## config.mk

```make
export PLATFORM = sky130hd
export DESIGN_NAME = comparator_multicycle
export DESIGN_NICKNAME = d
export VERILOG_FILES = /design/src/rtl/comparator_pkg.sv /design/src/rtl/comparator_chunk.sv /design/src/rtl/comparator_multicycle.sv
export SDC_FILE = /design/constraint.sdc
export NUM_CORES = 1
export LEC_CHECK = 0
export CORE_MARGIN = 1.5
export CORE_UTILIZATION = 55
export CTS_CLUSTER_DIAMETER = 80
export DETAILED_ROUTE_END_ITERATION = 12
export PLACE_DENSITY = 0.88
export SETUP_SLACK_MARGIN = 0.1
export SYNTH_ARGS = -nofsm -noshare
export SYNTH_HDL_FRONTEND = slang
export SYNTH_SLANG_ARGS = --single-unit
```

## constraint.sdc

```tcl
create_clock -name clk -period 5.1 [get_ports clk]
set_input_delay 1.02 -clock clk [delete_from_list [all_inputs] [get_ports clk]]
set_output_delay 1.02 -clock clk [all_outputs]
set_load 0.005 [all_outputs]
```

## src/rtl/comparator_pkg.sv

```systemverilog
// Shared types for the multicycle comparator: FSM state encoding and the
// registered result pair.
package comparator_pkg;

  typedef enum logic [1:0] {
    S_IDLE    = 2'd0,
    S_COMPARE = 2'd1,
    S_DONE    = 2'd2
  } state_t;

  typedef struct packed {
    logic equals;
    logic less_than;
  } cmp_result_t;

  localparam cmp_result_t RESULT_CLEAR = '{equals: 1'b0, less_than: 1'b0};

endpackage

```

## src/rtl/comparator_chunk.sv

```systemverilog
// Combinational compare of one W-bit chunk. In signed mode the chunk is
// treated as two's complement (used only for the most significant chunk).
module comparator_chunk #(
  parameter int W = 8
) (
  input  logic [W-1:0] a,
  input  logic [W-1:0] b,
  input  logic         signed_mode,
  output logic         eq,
  output logic         lt
);

  logic signed [W-1:0] a_s;
  logic signed [W-1:0] b_s;

  // Equality ignores the mode; ordering reinterprets the sign bit in signed mode
  always_comb begin
    a_s = a;
    b_s = b;
    eq  = (a == b);
    lt  = signed_mode ? (a_s < b_s) : (a < b);
  end

endmodule

```

## src/rtl/comparator_multicycle.sv

```systemverilog
// Sequential N-bit comparator: equality and less-than (signed or unsigned per
// transaction), CHUNK bits per cycle from the most significant chunk down.
// Optional build macro COMPARATOR_MULTICYCLE_EARLY_EXIT_EN: when defined the
// compare stops at the first differing chunk; otherwise latency is always
// NUM_CHUNKS cycles. Results are identical either way.
module comparator_multicycle
  import comparator_pkg::*;
#(
  parameter int N     = 32,
  parameter int CHUNK = 8
) (
  input  logic         clk,
  input  logic         rst,
  input  logic         in_valid,
  output logic         in_ready,
  input  logic [N-1:0] a,
  input  logic [N-1:0] b,
  input  logic         is_signed,
  output logic         out_valid,
  input  logic         out_ready,
  output logic         equals,
  output logic         less_than
);

  localparam int NUM_CHUNKS = N / CHUNK;
  localparam int IDX_W      = (NUM_CHUNKS > 1) ? $clog2(NUM_CHUNKS) : 1;

  if ((CHUNK <= 0) || (N % CHUNK != 0)) begin : g_width_check
    $error("comparator_multicycle: N (%0d) must be a positive multiple of CHUNK (%0d)", N, CHUNK);
  end

  state_t             state;
  state_t             state_next;
  logic [N-1:0]       a_cap;
  logic [N-1:0]       b_cap;
  logic               signed_cap;
  logic [IDX_W-1:0]   idx;
  logic               decided;
  logic               lt_found;
  cmp_result_t        result;

  logic [CHUNK-1:0]   chunk_a;
  logic [CHUNK-1:0]   chunk_b;
  logic               chunk_signed;
  logic               chunk_eq;
  logic               chunk_lt;
  logic               last_chunk;
  logic               accept;
  logic               finish;
  logic               handoff;

  // Select the chunk under examination; only the top chunk carries the sign
  always_comb begin
    chunk_a = '0;
    chunk_b = '0;
    for (int i = 0; i < NUM_CHUNKS; i++) begin
      if (idx == IDX_W'(i)) begin
        chunk_a = a_cap[i*CHUNK +: CHUNK];
        chunk_b = b_cap[i*CHUNK +: CHUNK];
      end
    end
    chunk_signed = signed_cap && (idx == IDX_W'(NUM_CHUNKS - 1));
    last_chunk   = (idx == '0);
  end

  comparator_chunk #(
    .W (CHUNK)
  ) u_chunk (
    .a           (chunk_a),
    .b           (chunk_b),
    .signed_mode (chunk_signed),
    .eq          (chunk_eq),
    .lt          (chunk_lt)
  );

  // Handshake strobes and next-state decode
  always_comb begin
    in_ready   = rst && (state == S_IDLE);
    accept     = in_valid && in_ready;
    finish     = 1'b0;
    handoff    = (state == S_DONE) && out_ready;
    state_next = state;
    if (state == S_COMPARE) begin
`ifdef COMPARATOR_MULTICYCLE_EARLY_EXIT_EN
      finish = last_chunk || !chunk_eq;
`else
      finish = last_chunk;
`endif
    end
    case (state)
      S_IDLE:    if (accept)  state_next = S_COMPARE;
      S_COMPARE: if (finish)  state_next = S_DONE;
      S_DONE:    if (handoff) state_next = S_IDLE;
      default:   state_next = S_IDLE;
    endcase
  end

  // State register
  always_ff @(posedge clk or negedge rst) begin
    if (!rst) begin
      state <= S_IDLE;
    end else begin
      state <= state_next;
    end
  end

  // Operand capture, chunk walk, first-difference latch and result register
  always_ff @(posedge clk or negedge rst) begin
    if (!rst) begin
      a_cap      <= '0;
      b_cap      <= '0;
      signed_cap <= 1'b0;
      idx        <= '0;
      decided    <= 1'b0;
      lt_found   <= 1'b0;
      out_valid  <= 1'b0;
      result     <= RESULT_CLEAR;
    end else begin
      if (accept) begin
        a_cap      <= a;
        b_cap      <= b;
        signed_cap <= is_signed;
        idx        <= IDX_W'(NUM_CHUNKS - 1);
        decided    <= 1'b0;
        lt_found   <= 1'b0;
      end else if (state == S_COMPARE) begin
        // The most significant differing chunk decides; lower chunks never override
        if (!chunk_eq && !decided) begin
          decided  <= 1'b1;
          lt_found <= chunk_lt;
        end
        if (!last_chunk) begin
          idx <= idx - 1'b1;
        end
      end

      // The finishing cycle folds in the chunk being examined right now
      if (finish) begin
        out_valid        <= 1'b1;
        result.equals    <= !(decided || !chunk_eq);
        result.less_than <= decided ? lt_found : (!chunk_eq && chunk_lt);
      end else if (handoff) begin
        out_valid <= 1'b0;
      end
    end
  end

  assign equals    = result.equals;
  assign less_than = result.less_than;

endmodule
```

Yosys cells after proc, flatten, opt, wreduce, memory -nomap -nowiden
Cells that the tools add are included.

Memory bits (writable): 0. Bits in latches: 0. Word-level logic and storage cells: 67. Bits in registers: 74. Bits in read-only memories: 0. Bits of input ports: 69. Memories kept: 0. Output and inout bits: 4.

Reductions and logical operators: 18. $mul: 0. Div/mod/pow operators: 0. Equality and inequality tests: 10. Shift-type cells: 0. Magnitude comparators: 2. Bitwise operators: 0. Add/sub/neg operators: 1. Mux-type cells: 26.

Operator list (number): 8-bit 2-to-1 mux (8); 8-bit < comparator (2); 2-bit 2-to-1 mux (6); 1-bit 2-to-1 mux (11); 8-bit == test (1); 2-bit == test, second input constant (3); 1-bit logical AND (6); 2-bit inequality test, second input constant (3); 2-bit case mux with 3 select lines (1); 2-bit nonzero test (3); 2-bit by 1-bit == test with 1-bit output, second input constant (2); 2-bit zero test (2); 2-bit AND reduction (2); 1-bit zero test (3); 3-bit AND reduction (1); 2-bit by 1-bit inequality test with 1-bit output, second input constant (1); 2-bit by 1-bit subtractor with 2-bit output, second input constant (1); 1-bit logical OR (1).

Logic depth before layout (Yosys ltp)
Word-level depth: 11. Depth in mapped cells: 15. Depth with buffers taken out: 13.

Hierarchy
A second synthesis with hierarchy kept.

Cell total of the unflattened synthesis: 288. Area, all modules: 3707.3 um^2.

Modules (own cells, without submodules): comparator_multicycle (cells each 258, sequential area each 1851.8 um^2, times used 1, area an instance 3500.9 um^2); comparator_chunk (cells each 30, sequential area each 0.0 um^2, times used 1, area an instance 206.4 um^2).

Least setup slack after synthesis
No wires, ideal clock.

Path kind: register to register. Start point: register idx[1]. End point: register, netlist name less_than. Library setup time: 0.128 ns. Path slack: 2.677 ns. Stages on the path, launching flop included: 16. Clock period less this slack: 2.423 ns. Path buffers: 2. Arrival: 2.294 ns. Required time: 4.972 ns. Cells stage by stage: dfrtp_1 > inv_1 > ha_1 > buf_4 > nor2b_4 > buf_4 > a22oi_1 > nor2_1 > a21oi_1 > o21ai_0 > ha_1 > a21oi_1 > o21ai_0 > and4_1 > a21oi_1 > o21ai_0.

Cells in the longest elaborated chain, start to end: 9. Elaborated cells between the ends (all ways): 21. Classes of those cells: order compare (2); eq/ne (4); mux (11); reduce/logical (4).

Ends and longest elaborated chain: start: declaration (line comparator_multicycle.sv:37) `logic [IDX_W-1:0] idx;`; start signal: assignment (line comparator_multicycle.sv:123) `idx <= IDX_W'(NUM_CHUNKS - 1);`; start signal: assignment (line comparator_multicycle.sv:133) `idx <= idx - 1'b1;`; 2-bit zero test (line comparator_multicycle.sv:57, comparator_multicycle.sv:63); 8-bit 2-to-1 mux (4 in series) (line comparator_multicycle.sv:57) `if (idx == IDX_W'(i)) begin`; 8-bit < comparator / 8-bit == test (equally long branches) (line comparator_chunk.sv:21, comparator_chunk.sv:20); 1-bit 2-to-1 mux / 1-bit zero test (equally long branches) (line comparator_chunk.sv:21, comparator_multicycle.sv:141); 1-bit logical AND (line comparator_multicycle.sv:141) `result.less_than <= decided ? lt_found : (!chunk_eq && chunk_lt);`; 1-bit 2-to-1 mux (line comparator_multicycle.sv:141).

Several ways; a longest one is shown, not always the timed one. A chain may end at the register's enable or synchronous reset.

Worst setup path after layout
Start point: register idx[1]. End point: register lt_found.

Cells in the longest elaborated chain, start to end: 10. Elaborated cells between the ends (all ways): 24. Classes of those cells: order compare (2); eq/ne (4); mux (12); reduce/logical (6).

Ends and longest elaborated chain: 2-bit zero test (line comparator_multicycle.sv:57); 8-bit 2-to-1 mux (4 in series) (line comparator_multicycle.sv:57); 8-bit < comparator / 8-bit == test (equally long branches) (line comparator_chunk.sv:21, comparator_chunk.sv:20); 1-bit 2-to-1 mux / 1-bit zero test (equally long branches) (line comparator_chunk.sv:21, comparator_multicycle.sv:128); 1-bit 2-to-1 mux / 1-bit logical AND (equally long branches) (line comparator_multicycle.sv:128) `if (!chunk_eq && !decided) begin`; 1-bit 2-to-1 mux / 2-bit nonzero test (equally long branches); 1-bit 2-to-1 mux / 2-bit AND reduction (equally long branches); end signal: assignment (line comparator_multicycle.sv:130) `lt_found <= chunk_lt;`; end: declaration (line comparator_multicycle.sv:39) `logic lt_found;`.

Several ways; a longest one is shown, not always the timed one. The select of a mux whose other input is x is not followed.

==> run metrics <==
outcome=finished, final reports clean; cell count after placement=555; total length of routed wires=8379 um; Commonest cells post-synth=nand2_1 (213), dfrtp_1 (74), a21oi_1 (26); fillers=505; Die Y-Extent=83.38 um; CP Capture Type=register; setup tns final=0 ns; crit-path max cell delay=0.58 ns; synthesized flop and latch total=74; drt first pass iters=5; clock transition at the registers of the reported paths=0.07 ns; DP HPWL=5935 um; maxcap violations=0; post-CTS setup buffer count=0; Synth Cell Area=3553 um2; H-tree Lvls=3; post-synthesis sequential area ratio=52.11%; Die Width=83.38 um; first-pass GRT wire length=14080 um; Leak=2.165 nW; core region area=6314 um2; Fin. Hold Viols=0; Clock Latency Late Sink=0.34 ns; Worst Skew=0.007249 ns; Area growth, synth to finish=23.84%; WP data required=5.32 ns; number of remaining DRC errors=0; largest net degree at the start of global routing=75; placement row count=29; Vias/cell=5.480; GPL Wtd Cong=0.8279; Arr. time, crit path=3.36 ns; crit-path cells=inv_1 > ha_1 > nor2b_4 > a22oi_1 > nor2_1 > a21oi_1 > o21ai_0 > ha_1 > nand4_1 > nor2_1 > nor3_1 > o21ai_0 > a21oi_1; Seq. cell area=1852 um2; grt total ovfl=0; maximum root-to-sink buffer count=2; Worst slew margin=30.01%; fin crit period=3.134 ns; Synth top area share=52.11%; Hold Crit Class=register to register; Slowest-stage cell, CP=ha_1; dominant cell type by area after synthesis=dfrtp_1; vias in the first global route=3132; Ant. Diodes=0; Tightest Pin Transition=1.050 ns; I/O Pins=73; Num CTS Buffers=9; f_max=0.3191 GHz; Post-synth top flop=dfrtp_1; period utilization=61.45%; layout cells sized above 1=4.049%; routed vias=3129; Syn Inst Count=428; PostCTS Resize Cnt=0; final hold slack=0.4866 ns; RSZ-0062 raised after global routing=false; Crit Path Category=register to register; Slew Limit Fails=0; all-layer global routing usage=25.54%; ys async rst share=100.0%; antenna violations before repair=0; Multi-input gate area=1543 um2; nets@finish=570; most common cell in the netlist=nand2_1; Worst R2R Path Depth=13; Max VDD drop=316.6 uV; full die area=6952 um2; WHS Path Cells=2; initial core utilization=56.28%; CP max FO=18; post-synth cell types=29; Mean Syn Cell Area=8.302 um2; PortBufs=72; Synthesis Warnings=0; First DRT Iteration DRCs=212; Root Buffer=clkbuf_8; Final setup viols=0; PwrDens=583.5 nW/um2; CTS tree=built; Wirelength per Cell=14.67 um; Cell Count, Final, Fillers Out=571; Post-CTS Hold Buffers=0; Antenna Nets Post-Route=0; CTS Sinks=74; CP Launch Type=register; Post-synth EDFFs=0; Synth area leaders=dfrtp_1 (52%), nand2_1 (23%), ha_1 (4.2%), a21oi_1 (3.7%), buf_6 (1.9%); syn nets=509
[cell usage in the layout, fill, tap and decap left out, types with 3 or more instances in the layout]
| cell | synthesis | final |
|---|---|---|
| a22oi_1 | 8 | 8 |
| nor2b_1 | 9 | 9 |
| nand2_1 | 213 | 212 |
| a221oi_1 | 7 | 7 |
| dfrtp_1 | 74 | 74 |
| ha_1 | 12 | 12 |
| nor2_1 | 16 | 16 |
| inv_1 | 4 | 4 |
| clkdlybuf4s50_1 | 0 | 71 |
| o21ai_0 | 12 | 12 |
| nor3_1 | 8 | 8 |
| clkbuf_8 | 0 | 10 |
| a21oi_1 | 26 | 26 |
| clkbuf_1 | 11 | 3 |
| clkinv_2 | 0 | 3 |
[logic make-up (layout without fill, tap and decap cells)]
| group | after synthesis | in the layout | synth area share, % |
|---|---|---|---|
| simple gates | 254 | 254 | 28.80 |
| flops | 74 | 74 | 52.11 |
| compound gates | 59 | 59 | 10.04 |
| buf+inv | 28 | 94 | 4.577 |
| fa+ha+maj | 12 | 12 | 4.225 |
| xor+xnor | 1 | 1 | 0.2465 |
[cell type report]
type	count	share of cell area, %
Timing Repair Buffer	74	16.61
Sequential cell	74	42.08
Inverter	4	0.3412
Multi-Input combinational cell	326	35.06
Clock buffer	13	3.384
Tap cell	77	2.189
Clock inverter	3	0.3412
[final timing paths]
kind	startpoint	endpoint	slack [ns]
max reg2reg	idx[1]	lt_found	1.97
max	idx[1]	lt_found	1.97
min reg2reg	b_cap[10]	b_cap[10]	0.49
min	b_cap[10]	b_cap[10]	0.49
max in group asynchronous	rst	b_cap[15]	3.58
min in group asynchronous	rst	a_cap[25]	0.91
[critical path, delay by kind of cell (launching register included)]
family,cells,cell delay [ns]
compound gates,5,0.78
fa+ha+maj,2,1.01
buf+inv,1,0.10
simple gates,5,0.71
flops,1,0.42
[per-layer routing]
| metal | up-vias | wire length [um] | global-route usage (%) |
|---|---|---|---|
| met1 | 1506 | 3529 | 31.62 |
| met5 | - | 0 | 0 |
| li1 | 1500 | - | - |
| met3 | 25 | 394 | 5.169 |
| met4 | 0 | 244 | 12.58 |
| met2 | 98 | 4211 | 42.79 |
[registers in the layout, indices dropped and copies added, names as in the netlist, 2 cells and up]
name / count
b_cap: 32
idx: 2
state: 2
a_cap: 32
[where the power goes]
group | switching [mW] | internal, mW | leakage [nW] | total (mW)
logic | 0.667 | 0.458 | 1.16 | 1.12
clock network | 0.205 | 0.188 | 0.0872 | 0.393
registers | 0.190 | 0.860 | 0.919 | 1.05
total | 1.06 | 1.51 | 2.16 | 2.57
[metrics by stage]
stage | worst slack, ns | cell area (um2) | util, % | total power, mW
2_1_floorplan | 2.677 | 3553 | - | 1.836
3_3_place_gp | 2.209 | 4237 | 67.10 | 2.074
3_5_place_dp | 2.052 | 4237 | 67.10 | 2.158
4_1_cts | 2.031 | 4400 | 69.70 | 2.562
5_1_grt | 1.728 | 4400 | 69.70 | 2.782
6_report | 1.966 | 4400 | 69.70 | 2.568
No activity file was read; power rests on OpenSTA's default activity.
